`src/rtl/comms_mutex_lock_master_if.sv`:
```
// Avalon-MM signal bundle between the lock master and the comms TX mutex slave.
// The slave returns zero-wait-state combinational read data.
interface comms_mutex_lock_master_if;
   logic        m_address;
   logic        m_chipselect;
   logic        m_write;
   logic        m_read;
   logic [31:0] m_writedata;
   logic [31:0] m_readdata;

   modport master (
      output m_address,
      output m_chipselect,
      output m_write,
      output m_read,
      output m_writedata,
      input  m_readdata
   );

   modport slave (
      input  m_address,
      input  m_chipselect,
      input  m_write,
      input  m_read,
      input  m_writedata,
      output m_readdata
   );
endinterface

```
`src/rtl/comms_mutex_lock_master.sv`:
```
// Hardware requester for the comms TX mutex: write/read-back acquire with exponential
// back-off, hold while lock_req_i is high, release write on drop.
//
// state     | meaning
// ----------|-----------------------------------------------------------
// IDLE      | no bus activity, back-off length and retry count re-armed
// WRITE     | acquire write {OWNER_ID, LOCK_VALUE} to address 0
// READ      | read back address 0 and compare against our acquire word
// BACKOFF   | wait the current back-off length before the next attempt
// LOCKED    | mutex held, lock_granted_o high
// RELEASE   | write {OWNER_ID, 16'h0000} to free the mutex
// FAIL_WAIT | retry budget spent, wait for lock_req_i to drop
module comms_mutex_lock_master #(
   parameter logic [15:0] OWNER_ID     = 16'h0001,
   parameter logic [15:0] LOCK_VALUE   = 16'h0001,
   parameter int unsigned BACKOFF_INIT = 4,
   parameter int unsigned BACKOFF_MAX  = 256,
   parameter int unsigned MAX_RETRIES  = 0
) (
   input  logic                              clk,
   input  logic                              reset,
   input  logic                              lock_req_i,
   output logic                              lock_granted_o,
   output logic                              lock_fail_o,
   output logic                              busy_o,
   comms_mutex_lock_master_if.master         bus
);

   localparam logic [15:0] BO_INIT   = 16'(BACKOFF_INIT);
   localparam logic [15:0] BO_MAX    = 16'(BACKOFF_MAX);
   localparam logic [7:0]  RETRY_MAX = 8'(MAX_RETRIES);
   localparam logic [31:0] ACQ_WORD  = {OWNER_ID, LOCK_VALUE};
   localparam logic [31:0] REL_WORD  = {OWNER_ID, 16'h0000};

   typedef enum logic [2:0] {
      S_IDLE,
      S_WRITE,
      S_READ,
      S_BACKOFF,
      S_LOCKED,
      S_RELEASE,
      S_FAIL_WAIT
   } state_t;

   state_t      state_q, state_d;
   logic [15:0] bo_len_q, bo_len_d;
   logic [15:0] bo_cnt_q, bo_cnt_d;
   logic [7:0]  retry_q, retry_d;
   logic        cs_q, cs_d;
   logic        wr_q, wr_d;
   logic        rd_q, rd_d;
   logic [31:0] wdata_q, wdata_d;
   logic        granted_q, granted_d;
   logic        fail_q, fail_d;
   logic        busy_q, busy_d;

   logic [7:0]  retry_inc;
   logic [16:0] bo_dbl;
   logic [15:0] bo_len_next;

   assign retry_inc   = (retry_q == 8'hFF) ? retry_q : retry_q + 8'd1;
   assign bo_dbl      = {bo_len_q, 1'b0};
   assign bo_len_next = (bo_dbl > {1'b0, BO_MAX}) ? BO_MAX : bo_dbl[15:0];

   always_comb begin
      state_d  = state_q;
      bo_len_d = bo_len_q;
      bo_cnt_d = bo_cnt_q;
      retry_d  = retry_q;

      case (state_q)
         S_IDLE: begin
            bo_len_d = BO_INIT;
            retry_d  = 8'd0;
            if (lock_req_i) state_d = S_WRITE;
         end
         S_WRITE: state_d = S_READ;
         S_READ: begin
            if (bus.m_readdata == ACQ_WORD) begin
               // A lock won after a cancel is released straight away, never leaked.
               state_d = lock_req_i ? S_LOCKED : S_RELEASE;
            end else begin
               retry_d = retry_inc;
               if (!lock_req_i) begin
                  state_d = S_IDLE;
               end else if (RETRY_MAX != 8'd0 && retry_inc == RETRY_MAX) begin
                  state_d = S_FAIL_WAIT;
               end else begin
                  state_d  = S_BACKOFF;
                  bo_cnt_d = bo_len_q;
                  bo_len_d = bo_len_next;
               end
            end
         end
         S_BACKOFF: begin
            bo_cnt_d = bo_cnt_q - 16'd1;
            if (!lock_req_i)             state_d = S_IDLE;
            else if (bo_cnt_q == 16'd1)  state_d = S_WRITE;
         end
         S_LOCKED:    if (!lock_req_i) state_d = S_RELEASE;
         S_RELEASE:   state_d = S_IDLE;
         S_FAIL_WAIT: if (!lock_req_i) state_d = S_IDLE;
         default:     state_d = S_IDLE;
      endcase

      // Outputs are decoded from the next state so they register alongside it.
      cs_d      = (state_d == S_WRITE) || (state_d == S_READ) || (state_d == S_RELEASE);
      wr_d      = (state_d == S_WRITE) || (state_d == S_RELEASE);
      rd_d      = (state_d == S_READ);
      wdata_d   = (state_d == S_WRITE)   ? ACQ_WORD :
                  (state_d == S_RELEASE) ? REL_WORD : 32'h0;
      granted_d = (state_d == S_LOCKED);
      fail_d    = (state_d == S_FAIL_WAIT) && (state_q != S_FAIL_WAIT);
      busy_d    = (state_d != S_IDLE);
   end

   always_ff @(posedge clk) begin
      if (reset) begin
         state_q   <= S_IDLE;
         bo_len_q  <= BO_INIT;
         bo_cnt_q  <= 16'd0;
         retry_q   <= 8'd0;
         cs_q      <= 1'b0;
         wr_q      <= 1'b0;
         rd_q      <= 1'b0;
         wdata_q   <= 32'h0;
         granted_q <= 1'b0;
         fail_q    <= 1'b0;
         busy_q    <= 1'b0;
      end else begin
         state_q   <= state_d;
         bo_len_q  <= bo_len_d;
         bo_cnt_q  <= bo_cnt_d;
         retry_q   <= retry_d;
         cs_q      <= cs_d;
         wr_q      <= wr_d;
         rd_q      <= rd_d;
         wdata_q   <= wdata_d;
         granted_q <= granted_d;
         fail_q    <= fail_d;
         busy_q    <= busy_d;
      end
   end

   // The address-1 reset flag is never touched by this block.
   assign bus.m_address      = 1'b0;
   assign bus.m_chipselect   = cs_q;
   assign bus.m_write        = wr_q;
   assign bus.m_read         = rd_q;
   assign bus.m_writedata    = wdata_q;
   assign lock_granted_o     = granted_q;
   assign lock_fail_o        = fail_q;
   assign busy_o             = busy_q;

endmodule

```
`src/flat_wrapper.sv`:
```
// flat-port wrapper written by rule: the top's interface ports become plain ports
module comms_mutex_lock_master_flat 
#(
   parameter logic [15:0] OWNER_ID     = 16'h0001,
   parameter logic [15:0] LOCK_VALUE   = 16'h0001,
   parameter int unsigned BACKOFF_INIT = 4,
   parameter int unsigned BACKOFF_MAX  = 256,
   parameter int unsigned MAX_RETRIES  = 0
)
  (clk, reset, lock_req_i, lock_granted_o, lock_fail_o, busy_o, bus_m_address, bus_m_chipselect, bus_m_write, bus_m_read, bus_m_writedata, bus_m_readdata);
  comms_mutex_lock_master_if bus_i ();
  input  logic clk;
  input  logic reset;
  input  logic lock_req_i;
  output logic lock_granted_o;
  output logic lock_fail_o;
  output logic busy_o;
  output wire logic [$bits(bus_i.m_address)-1:0] bus_m_address;
  output wire logic [$bits(bus_i.m_chipselect)-1:0] bus_m_chipselect;
  output wire logic [$bits(bus_i.m_write)-1:0] bus_m_write;
  output wire logic [$bits(bus_i.m_read)-1:0] bus_m_read;
  output wire logic [$bits(bus_i.m_writedata)-1:0] bus_m_writedata;
  input wire logic [$bits(bus_i.m_readdata)-1:0] bus_m_readdata;
  assign bus_m_address = bus_i.m_address;
  assign bus_m_chipselect = bus_i.m_chipselect;
  assign bus_m_write = bus_i.m_write;
  assign bus_m_read = bus_i.m_read;
  assign bus_m_writedata = bus_i.m_writedata;
  assign bus_i.m_readdata = bus_m_readdata;
  comms_mutex_lock_master #(.OWNER_ID(OWNER_ID), .LOCK_VALUE(LOCK_VALUE), .BACKOFF_INIT(BACKOFF_INIT), .BACKOFF_MAX(BACKOFF_MAX), .MAX_RETRIES(MAX_RETRIES)) u_core (.clk(clk), .reset(reset), .lock_req_i(lock_req_i), .lock_granted_o(lock_granted_o), .lock_fail_o(lock_fail_o), .busy_o(busy_o), .bus(bus_i));
endmodule
```
`config.mk`:
```
export PLATFORM = sky130hd
export DESIGN_NAME = comms_mutex_lock_master_flat
export DESIGN_NICKNAME = d
export VERILOG_FILES = /design/src/rtl/comms_mutex_lock_master_if.sv /design/src/rtl/comms_mutex_lock_master.sv /design/src/flat_wrapper.sv
export SDC_FILE = /design/constraint.sdc
export NUM_CORES = 1
export LEC_CHECK = 0
export BUFFER_PORTS_ARGS = -buffer_cell sky130_fd_sc_hd__buf_2
export CAP_MARGIN = 0
export CORE_UTILIZATION = 55
export DETAILED_ROUTE_END_ITERATION = 8
export PLACE_DENSITY = 0.85
export SYNTH_ARGS = -nofsm -noshare
export SYNTH_HDL_FRONTEND = slang
export SYNTH_SLANG_ARGS = --single-unit
```
`constraint.sdc`:
```
create_clock -name clk -period 3.7 [get_ports clk]
set_clock_uncertainty 0.15 [all_clocks]
set_input_delay 0.555 -clock clk [delete_from_list [all_inputs] [get_ports clk]]
set_output_delay 0.555 -clock clk [all_outputs]
set_load 0.02 [all_outputs]
```
=== Word level (Yosys, flattened, before mapping) ===
Cells that the tools add are included.

* Register bits: 73
* Word-level logic and storage cells: 57
* Input port bits: 35

* Eq/ne operators: 15
* Add/sub/neg operators: 1
* $lt $le $gt $ge: 1
* Reductions and logical operators: 11
* Mux-type cells: 18

{| class="wikitable"
|+ Operators with widths
! kind !! number
|-
| 2-to-1 mux 16 bit || 5
|-
| one-hot mux 16 bit (2 select lines) || 2
|-
| 2-to-1 mux 17 bit || 2
|-
| equality test 32 x 17 -> 1 bit (second input constant) || 1
|-
| 2-to-1 mux 3 bit || 6
|-
| one-hot mux 3 bit (6 select lines) || 1
|-
| greater-than comparator 17 x 9 -> 1 bit (second input constant) || 1
|-
| equality test 16 x 1 -> 1 bit (second input constant) || 1
|-
| subtractor 16 x 1 -> 16 bit (second input constant) || 1
|-
| equality test 3 bit (second input constant) || 5
|-
| equality test 3 x 2 -> 1 bit (second input constant) || 3
|-
| equality test 3 x 1 -> 1 bit (second input constant) || 2
|-
| AND reduction 3 bit || 2
|-
| != test 2 bit (second input constant) || 2
|-
| nonzero test 2 bit || 2
|-
| logical NOT 3 bit || 1
|-
| logical OR 1 bit || 3
|-
| != test 3 bit (second input constant) || 1
|-
| nonzero test 3 bit || 1
|-
| 2-to-1 mux 2 bit || 1
|-
| OR reduction 2 bit || 1
|-
| logical AND 1 bit || 1
|-
| 2-to-1 mux 1 bit || 1
|}

=== Longest topological paths before layout ===
Gate-level depths: netlist (run 1).

* Word-level depth: 7
* Mapped depth: 9

=== Least setup slack after synthesis (run 1) ===
OpenSTA, ideal clock, no wires.

* Path type: input-to-reg
* From: input bus_m_readdata[17]
* To: register u_core.wdata_q[0] (netlist: u_core.bus.m_writedata[0])
* Arrival: 2516 ps
* Stages on the path: 9
* Setup slack: 972 ps
* Required time: 3488 ps
* Cells stage by stage: nor4b_1 nand4_1 or2_2 ha_1 mux2_2 a31oi_1 o21ai_2 or3_4 nor2b_2

* Longest elaborated chain between the ends: 5

{| class="wikitable"
|+ RTL lines
! element !! RTL line !! source
|-
| start, declared || flat_wrapper.sv:23 || <nowiki>input wire logic [$bits(bus_i.m_readdata)-1:0] bus_m_readdata;</nowiki>
|-
| equality test 32 x 17 -> 1 bit || comms_mutex_lock_master.sv:79 || <nowiki>if (bus.m_readdata == ACQ_WORD) begin</nowiki>
|-
| 2-to-1 mux 3 bit || comms_mutex_lock_master.sv:79 ||
|-
| one-hot mux 3 bit (6 select lines) || comms_mutex_lock_master.sv:71 || <nowiki>case (state_q)</nowiki>
|-
| equality test 3 x 1 -> 1 bit || comms_mutex_lock_master.sv:110 || <nowiki>wdata_d = (state_d == S_WRITE) ? ACQ_WORD :</nowiki>
|-
| 2-to-1 mux 17 bit || comms_mutex_lock_master.sv:110 ||
|-
| end signal, assigned || comms_mutex_lock_master.sv:138 || <nowiki>wdata_q <= wdata_d;</nowiki>
|-
| end, declared || comms_mutex_lock_master.sv:52 || <nowiki>logic [31:0] wdata_q, wdata_d;</nowiki>
|}

No other way between the ends.
A chain may end at the register's enable or synchronous reset.

=== Worst setup path after layout (run 1) ===
Same ends and word-level chain as after synthesis.

==> results of run 1 <==
worst register-to-register path, stage by stage (launching register included):
cell and delay, ns:
dfxtp_1 0.80, clkinv_1 0.47, nor2_1 0.67, nand2_1 0.12
o22a_1 0.18, o221a_1 0.22
cells by family (layout without fill, tap and decap cells):
| logic type | Yosys count | count (layout) |
|---|---|---|
| buf+inv | 54 | 59 |
| mux | 7 | 7 |
| fa+ha+maj | 3 | 3 |
| compound gates | 69 | 69 |
| flops | 40 | 40 |
| other cells | 1 | 31 |
| xor+xnor | 4 | 4 |
| simple gates | 102 | 102 |
cell type report:
class / count / area, um^2 / share of cell area
multi-input combinational: 216 / 1370 / 0.527
sequential: 40 / 801 / 0.308
timing repair buffer: 44 / 225 / 0.0865
clock buffer: 5 / 68.8 / 0.0264
tap: 50 / 62.6 / 0.0240
clock inverter: 3 / 46.3 / 0.0178
inverter: 7 / 26.3 / 0.0101
placed cells by master, fill, tap and decap left out, drive strengths merged, types with 4 or more instances in the layout:
master  Yosys  final
a21oi      11     11
nand4       7      7
a22o        4      4
o21ai      15     15
or2         4      4
inv         6      7
clkbuf     12      5
nor4       15     15
buf        35     44
o211ai      7      7
nor3        7      7
nand2      12     12
mux2i       4      4
a211oi      5      5
nor2       20     20
dfxtp      40     40
and2        9      9
o21a        4      4
conb        1     31
nor2b       4      4
or3         4      4
o31ai       8      8
or4         5      5
sequential cells by signal, indices dropped and copies added (netlist names):
register / flops
u_core.lock_granted_o: 1
u_core.busy_o: 1
u_core.bus.m_writedata: 2
u_core.bus.m_read: 1
u_core.bo_cnt_q: 16
u_core.state_q: 3
u_core.lock_fail_o: 1
u_core.bo_len_q: 14
u_core.bus.m_chipselect: 1
power by group through the flow:
stage,logic (W),clock network (W),registers [W]
after floorplan,0.000210,0,0.000476
after global placement,0.000235,0,0.000478
after detailed placement,0.000241,0,0.000479
after CTS,0.000242,0.000376,0.000469
after global routing,0.000266,0.000394,0.000472
final,0.000244,0.000376,0.000470
through the flow:
stage	utilization	total power, W	cell area (um^2)	setup slack, ns
after floorplan	-	0.000686	2500	0.972
after global placement	0.609	0.000713	2490	0.750
after detailed placement	0.609	0.000720	2490	0.668
after CTS	0.637	0.00109	2600	0.981
after global routing	0.637	0.00113	2600	0.750
final	0.637	0.00109	2600	0.970
path summary, 6_finish.rpt:
path	startpoint	endpoint	cells past startpoint	slack (ns)
max	bus_m_readdata[17]	u_core.bus.m_writedata[0]$_SDFF_PP0_	10	0.97
min	u_core.bo_len_q[4]$_SDFFE_PP0P_	u_core.bo_len_q[5]$_SDFFE_PP0P_	2	0.35
max reg2reg	u_core.state_q[0]$_SDFF_PP0_	u_core.bo_cnt_q[13]$_SDFFE_PP0P_	5	1.02
min reg2reg	u_core.bo_len_q[4]$_SDFFE_PP0P_	u_core.bo_len_q[5]$_SDFFE_PP0P_	2	0.35
layer usage:
metal / vias to the layer above / part of all wire / GRT usage / routed length [um]
li1: 1039 / - / - / -
met1: 1003 / 0.43 / 0.327 / 2390
met2: 104 / 0.48 / 0.446 / 2690
met3: 18 / 0.061 / 0.0567 / 343
met4: 0 / 0.028 / 0.117 / 159
met5: - / 0 / 0 / 0
==> results.json, run 1 <==
{
  "critPathRequiredTime_ns": 3.79,
  "die_w_um": 67.9,
  "clkPwrFrac": 0.345,
  "setup_viol": 0,
  "ys_seq_area_frac": 0.335,
  "wl_mm": 5.59,
  "dp_hpwl_mm": 4.10,
  "cts_tree": "done",
  "synth-xor-area-share": 0.0147,
  "fillers": 344,
  "postSynthAreaPerCell_um2": 8.53,
  "worst_ep_arrival_time_ns": 2.82,
  "critPathBufInv": 1,
  "num_vias": 2164,
  "cp-end-kind": "flop",
  "drtIter0Drc": 163,
  "synth_edf_count": 0,
  "synth_compound_area_frac": 0.199,
  "area_delta_synth_final_pct": 8.96,
  "drtPass1Iterations": 5,
  "synthArstFlopShare": 0,
  "grt_pass1_wl_mm": 9.14,
  "yosys_warnings": 0,
  "diodes": 0,
  "rsz0062_at_grt": "false",
  "cp_cell_sequence": "buf_2 -> nor4b_1 -> nand4_1 -> or2_2 -> ha_1 -> mux2_2 -> a31oi_1 -> o21ai_2 -> or3_4 -> nor2b_2",
  "vdd_drop_max_mv": 0.360,
  "cp_top_family": "simple AND/OR/NAND/NOR gates",
  "num_rows": 23,
  "cts_resized": 0,
  "ios": 74,
  "p_comb_frac": 0.224,
  "slowest_stage": "or2_2",
  "grt_start_max_net_pins": 24,
  "die_area_mm2": 0.00461,
  "postCtsSetupBuffers": 0,
  "initial_core_util": 0.585,
  "place_inst": 357,
  "wire_per_inst_um": 15.3,
  "synthMuxAreaShare": 0.0309,
  "hold_buffers": 0,
  "grt_pass1_vias": 1995,
  "startpoint_type": "primary input",
  "synthSimpleGateAreaFrac": 0.266,
  "maxCapViolCount": 0,
  "numCtsBuffers": 5,
  "p_leak_nw": 1.10,
  "avgViaCountPerCell": 5.93,
  "swShare": 0.318,
  "clock_path_buffers": 2,
  "crit_type": "primary input to flop",
  "synthAdderAreaFrac": 0.0157,
  "synth_cell_types": 57,
  "tightest_slew_ns": 0.745,
  "netlist_instances": 280,
  "p_int_w": 0.000743,
  "clk_pin_slew_ns": 0.08,
  "synthTopCellsByCount": "dfxtp_1 (40), buf_4 (32), nor2_1 (20)",
  "antenna_found_initial": 0,
  "power_density_mw_per_mm2": 419,
  "synth_top_family_by_area": "simple AND/OR/NAND/NOR gates",
  "core-area_mm2": 0.00409,
  "period_needed_ns": 2.73,
  "fin_crit_sh": 0.738,
  "clock-sinks": 40,
  "p_switching_w": 0.000346,
  "slew_violations": 0,
  "fmax_mhz": 366,
  "drc": 0,
  "nets": 352,
  "final_cells": 365,
  "drive_above_1_share": 0.219,
  "port_buffers": 42,
  "holdWs_ns": 0.350,
  "seqPwrFrac": 0.431,
  "setup_tns_ns": 0,
  "slew_headroom": 0.502,
  "die_h_um": 67.9,
  "cpPeakStageDelay_ns": 0.38,
  "antenna_left": 0,
  "status": "finished clean",
  "yosysMostFrequentCell": "dfxtp_1",
  "synth_ff_type": "dfxtp_1",
  "clockRootBuffer": "clkbuf_8",
  "synth_area_leader_cell": "dfxtp_1",
  "globalplace.congestion": 0.910,
  "finalHoldViolCount": 0,
  "synth-seq-cells": 40,
  "synth_top_area_frac": 0.335,
  "grt_use_total": 0.266,
  "grt_overflow_total": 0,
  "synthTopCellsByArea": "dfxtp_1 (34%), buf_4 (10%), nor2_1 (3.1%)",
  "insertion_delay_ns": 0.31,
  "crit_fanout": 6,
  "hold_path_class": "flop to flop",
  "htree_levels": 2,
  "mappedNetlistArea_mm2": 0.00239
}
(Power assumes the default switching activity.)
==> run 2, diff against run 1 <==
- ABC_AREA: default -> 1
- CORE_UTILIZATION: 55 -> 48
- PLACE_DENSITY: 0.85 -> 0.77
- clock period: 3.7 -> 2.5 ns (I/O delays scaled with it)
==> results.json, run 2 <==
{
  "setup_tns_ns": 0,
  "postCtsSetupBuffers": 0,
  "drtIter0Drc": 176,
  "wire_per_inst_um": 10.6,
  "htree_levels": 2,
  "clk_pin_slew_ns": 0.09,
  "initial_core_util": 0.500,
  "ys_seq_area_frac": 0.291,
  "numCtsBuffers": 5,
  "diodes": 0,
  "vdd_drop_max_mv": 0.436,
  "busiest_layer": "met2",
  "synthTopCellsByArea": "dfxtp_1 (29%), nand2_1 (15%), nor2_1 (10%)",
  "cts_resized": 0,
  "tightest_slew_ns": 0.515,
  "layout_common_cells": "nand2_1 (111), nor2_1 (76), inv_1 (58), buf_2 (42), dfxtp_1 (40)",
  "fin_crit_sh": 0.769,
  "num_vias": 2622,
  "slew_headroom": 0.655,
  "netlist_instances": 432,
  "r2r_slack_ns": 0.58,
  "dp_hpwl_mm": 4.29,
  "insertion_delay_ns": 0.30,
  "finalHoldViolCount": 0,
  "port_buffers": 42,
  "clock-sinks": 40,
  "drtPass1Iterations": 4,
  "globalplace.congestion": 0.859,
  "drc": 0,
  "slowest_stage": "dfxtp_1",
  "synthArstFlopShare": 0,
  "area_delta_synth_final_pct": 7.23,
  "power_density_mw_per_mm2": 511,
  "met3_usage": 0.0353,
  "grt_overflow_total": 0,
  "period_needed_ns": 1.92,
  "startpoint": "u_core.bo_cnt_q[0]$_SDFFE_PP0P_",
  "cp_cell_sequence": "inv_1 -> ha_1 -> nand2_1 -> nor2_1 -> inv_1 -> nor2_1 -> nor2_1 -> o21ai_0 -> nand2_1 -> nor2_1 -> nor2_1",
  "hold_buffers": 0,
  "cpMostUsedCell": "nor2_1",
  "critPathRequiredTime_ns": 2.56,
  "clockRootBuffer": "clkbuf_8",
  "setup_viol": 0,
  "setup.worst_path.end": "u_core.bo_cnt_q[10]$_SDFFE_PP0P_",
  "die_area_mm2": 0.00604,
  "synth_edf_count": 0,
  "regMostFlops": "u_core.bo_cnt_q",
  "use_met1": 0.239,
  "synth_top_area_frac": 0.291,
  "status": "finished clean",
  "synth_area_leader_cell": "dfxtp_1",
  "die_w_um": 77.7,
  "fmax_mhz": 520,
  "clock_path_buffers": 2,
  "postSynthAreaPerCell_um2": 6.37,
  "antenna_found_initial": 0,
  "grt_use_total": 0.204,
  "rsz0062_at_grt": "false",
  "antenna_left": 0,
  "grt_pass1_vias": 2392,
  "core-area_mm2": 0.00551,
  "wl_mm": 5.78,
  "grt_use_met2": 0.369,
  "cpPeakStageDelay_ns": 0.35,
  "cp-end-kind": "flop",
  "worstReg2RegStart": "u_core.bo_cnt_q[0]$_SDFFE_PP0P_",
  "grt_pass1_wl_mm": 9.96,
  "nets": 509,
  "worst_ep_arrival_time_ns": 1.98,
  "yosysMostFrequentCell": "nand2_1",
  "finalCoreUtilization": 0.536,
  "cts_tree": "done",
  "ios": 74,
  "num_rows": 27,
  "p_leak_nw": 1.60,
  "grt_start_max_net_pins": 23,
  "die_h_um": 77.7,
  "r2r_end": "u_core.bo_cnt_q[10]$_SDFFE_PP0P_",
  "maxCapViolCount": 0,
  "rr_worst_depth": 11,
  "slew_violations": 0,
  "largest_reg_flops": 16,
  "layout_commonest_cell": "nand2_1",
  "synth-seq-cells": 40,
  "synth_ff_type": "dfxtp_1",
  "mappedNetlistArea_mm2": 0.00275,
  "yosys_warnings": 0,
  "synth_cell_types": 33,
  "crit_type": "flop to flop",
  "synthTopCellsByCount": "nand2_1 (111), nor2_1 (76), inv_1 (58)",
  "crit_fanout": 5,
  "largest_registers": "u_core.bo_cnt_q (16), u_core.bo_len_q (14), u_core.state_q (3)",
  "startpoint_type": "flop",
  "drive_above_1_share": 0.180,
  "hold_path_class": "primary input to flop",
  "avgViaCountPerCell": 4.82
}
==> run 2: cell families (layout without fill, tap and decap cells) <==
group	Yosys count	after routing	synth area share
adder cells (fa/ha/maj)	3	3	0.0136
XOR/XNOR	2	2	0.00636
other	1	31	0.00136
flip-flops	40	40	0.291
AND/OR/NAND/NOR	247	247	0.404
AO/OA/AOI/OAI	35	35	0.0791
buffers and inverters	104	114	0.205
==> run 2: final cells by class <==
class | count | area [um^2]
Sequential cell | 40 | 801
Multi-Input combinational cell | 318 | 1500
Tap cell | 72 | 90.1
Clock inverter | 2 | 15.0
Fill cell | 562 | 2550
Inverter | 62 | 238
Clock buffer | 6 | 82.6
Timing Repair Buffer | 44 | 225
==> run 2: worst max-delay path, delay by kind of cell (launching register included) <==
kind / cells / cell delay [ns]
adders and majority gates: 1 / 0.19
AOI/OAI and AO/OA: 1 / 0.14
buffers and inverters: 2 / 0.21
and+or+nand+nor: 7 / 0.77
DFF: 1 / 0.35
==> run 2: metal layers <==
layer	wire, um	vias up
li1	-	1339
met1	2560	1194
met2	2820	82
met3	330	7
met4	64	0
met5	0	-
==> run 2: metrics by stage <==
step / instance area [um^2] / worst slack (ns) / hold slack, ns / total power [W] / std cells
final: 2950 / 0.579 / 0.280 / 0.00151 / 544
after global placement: 2850 / 0.409 / 0.298 / 0.00104 / 536
after global routing: 2950 / 0.400 / 0.301 / 0.00158 / 544
after floorplan: 2870 / 0.611 / 0.275 / 0.00101 / 462
after detailed placement: 2850 / 0.320 / 0.298 / 0.00104 / 536
after CTS: 2950 / 0.608 / 0.276 / 0.00151 / 544
==> run 2: report_power, final <==
| part | internal (W) | switching (W) | total (W) |
|---|---|---|---|
| Clock | 0.000224 | 0.000249 | 0.000472 |
| Combinational | 0.000112 | 0.000243 | 0.000355 |
| Sequential | 0.000660 | 0.0000196 | 0.000680 |
| Total | 0.000996 | 0.000511 | 0.00151 |
==> run 2: how the worst min path moves through the flow <==
stage                                           from                          endpoint  slack [ns]  cells after the start
finish                                    lock_req_i   u_core.bo_len_q[8]$_SDFFE_PP0P_        0.28                      3
global route                              lock_req_i   u_core.bo_len_q[8]$_SDFFE_PP0P_        0.30                      3
CTS                                       lock_req_i   u_core.bo_len_q[8]$_SDFFE_PP0P_        0.28                      3
detailed placement   u_core.bo_len_q[9]$_SDFFE_PP0P_   u_core.bo_len_q[9]$_SDFFE_PP0P_        0.30                      2
global placement    u_core.bo_len_q[14]$_SDFFE_PP0P_  u_core.bo_len_q[14]$_SDFFE_PP0P_        0.30                      2
floorplan           u_core.bo_len_q[14]$_SDFFE_PP0P_  u_core.bo_len_q[14]$_SDFFE_PP0P_        0.28                      2
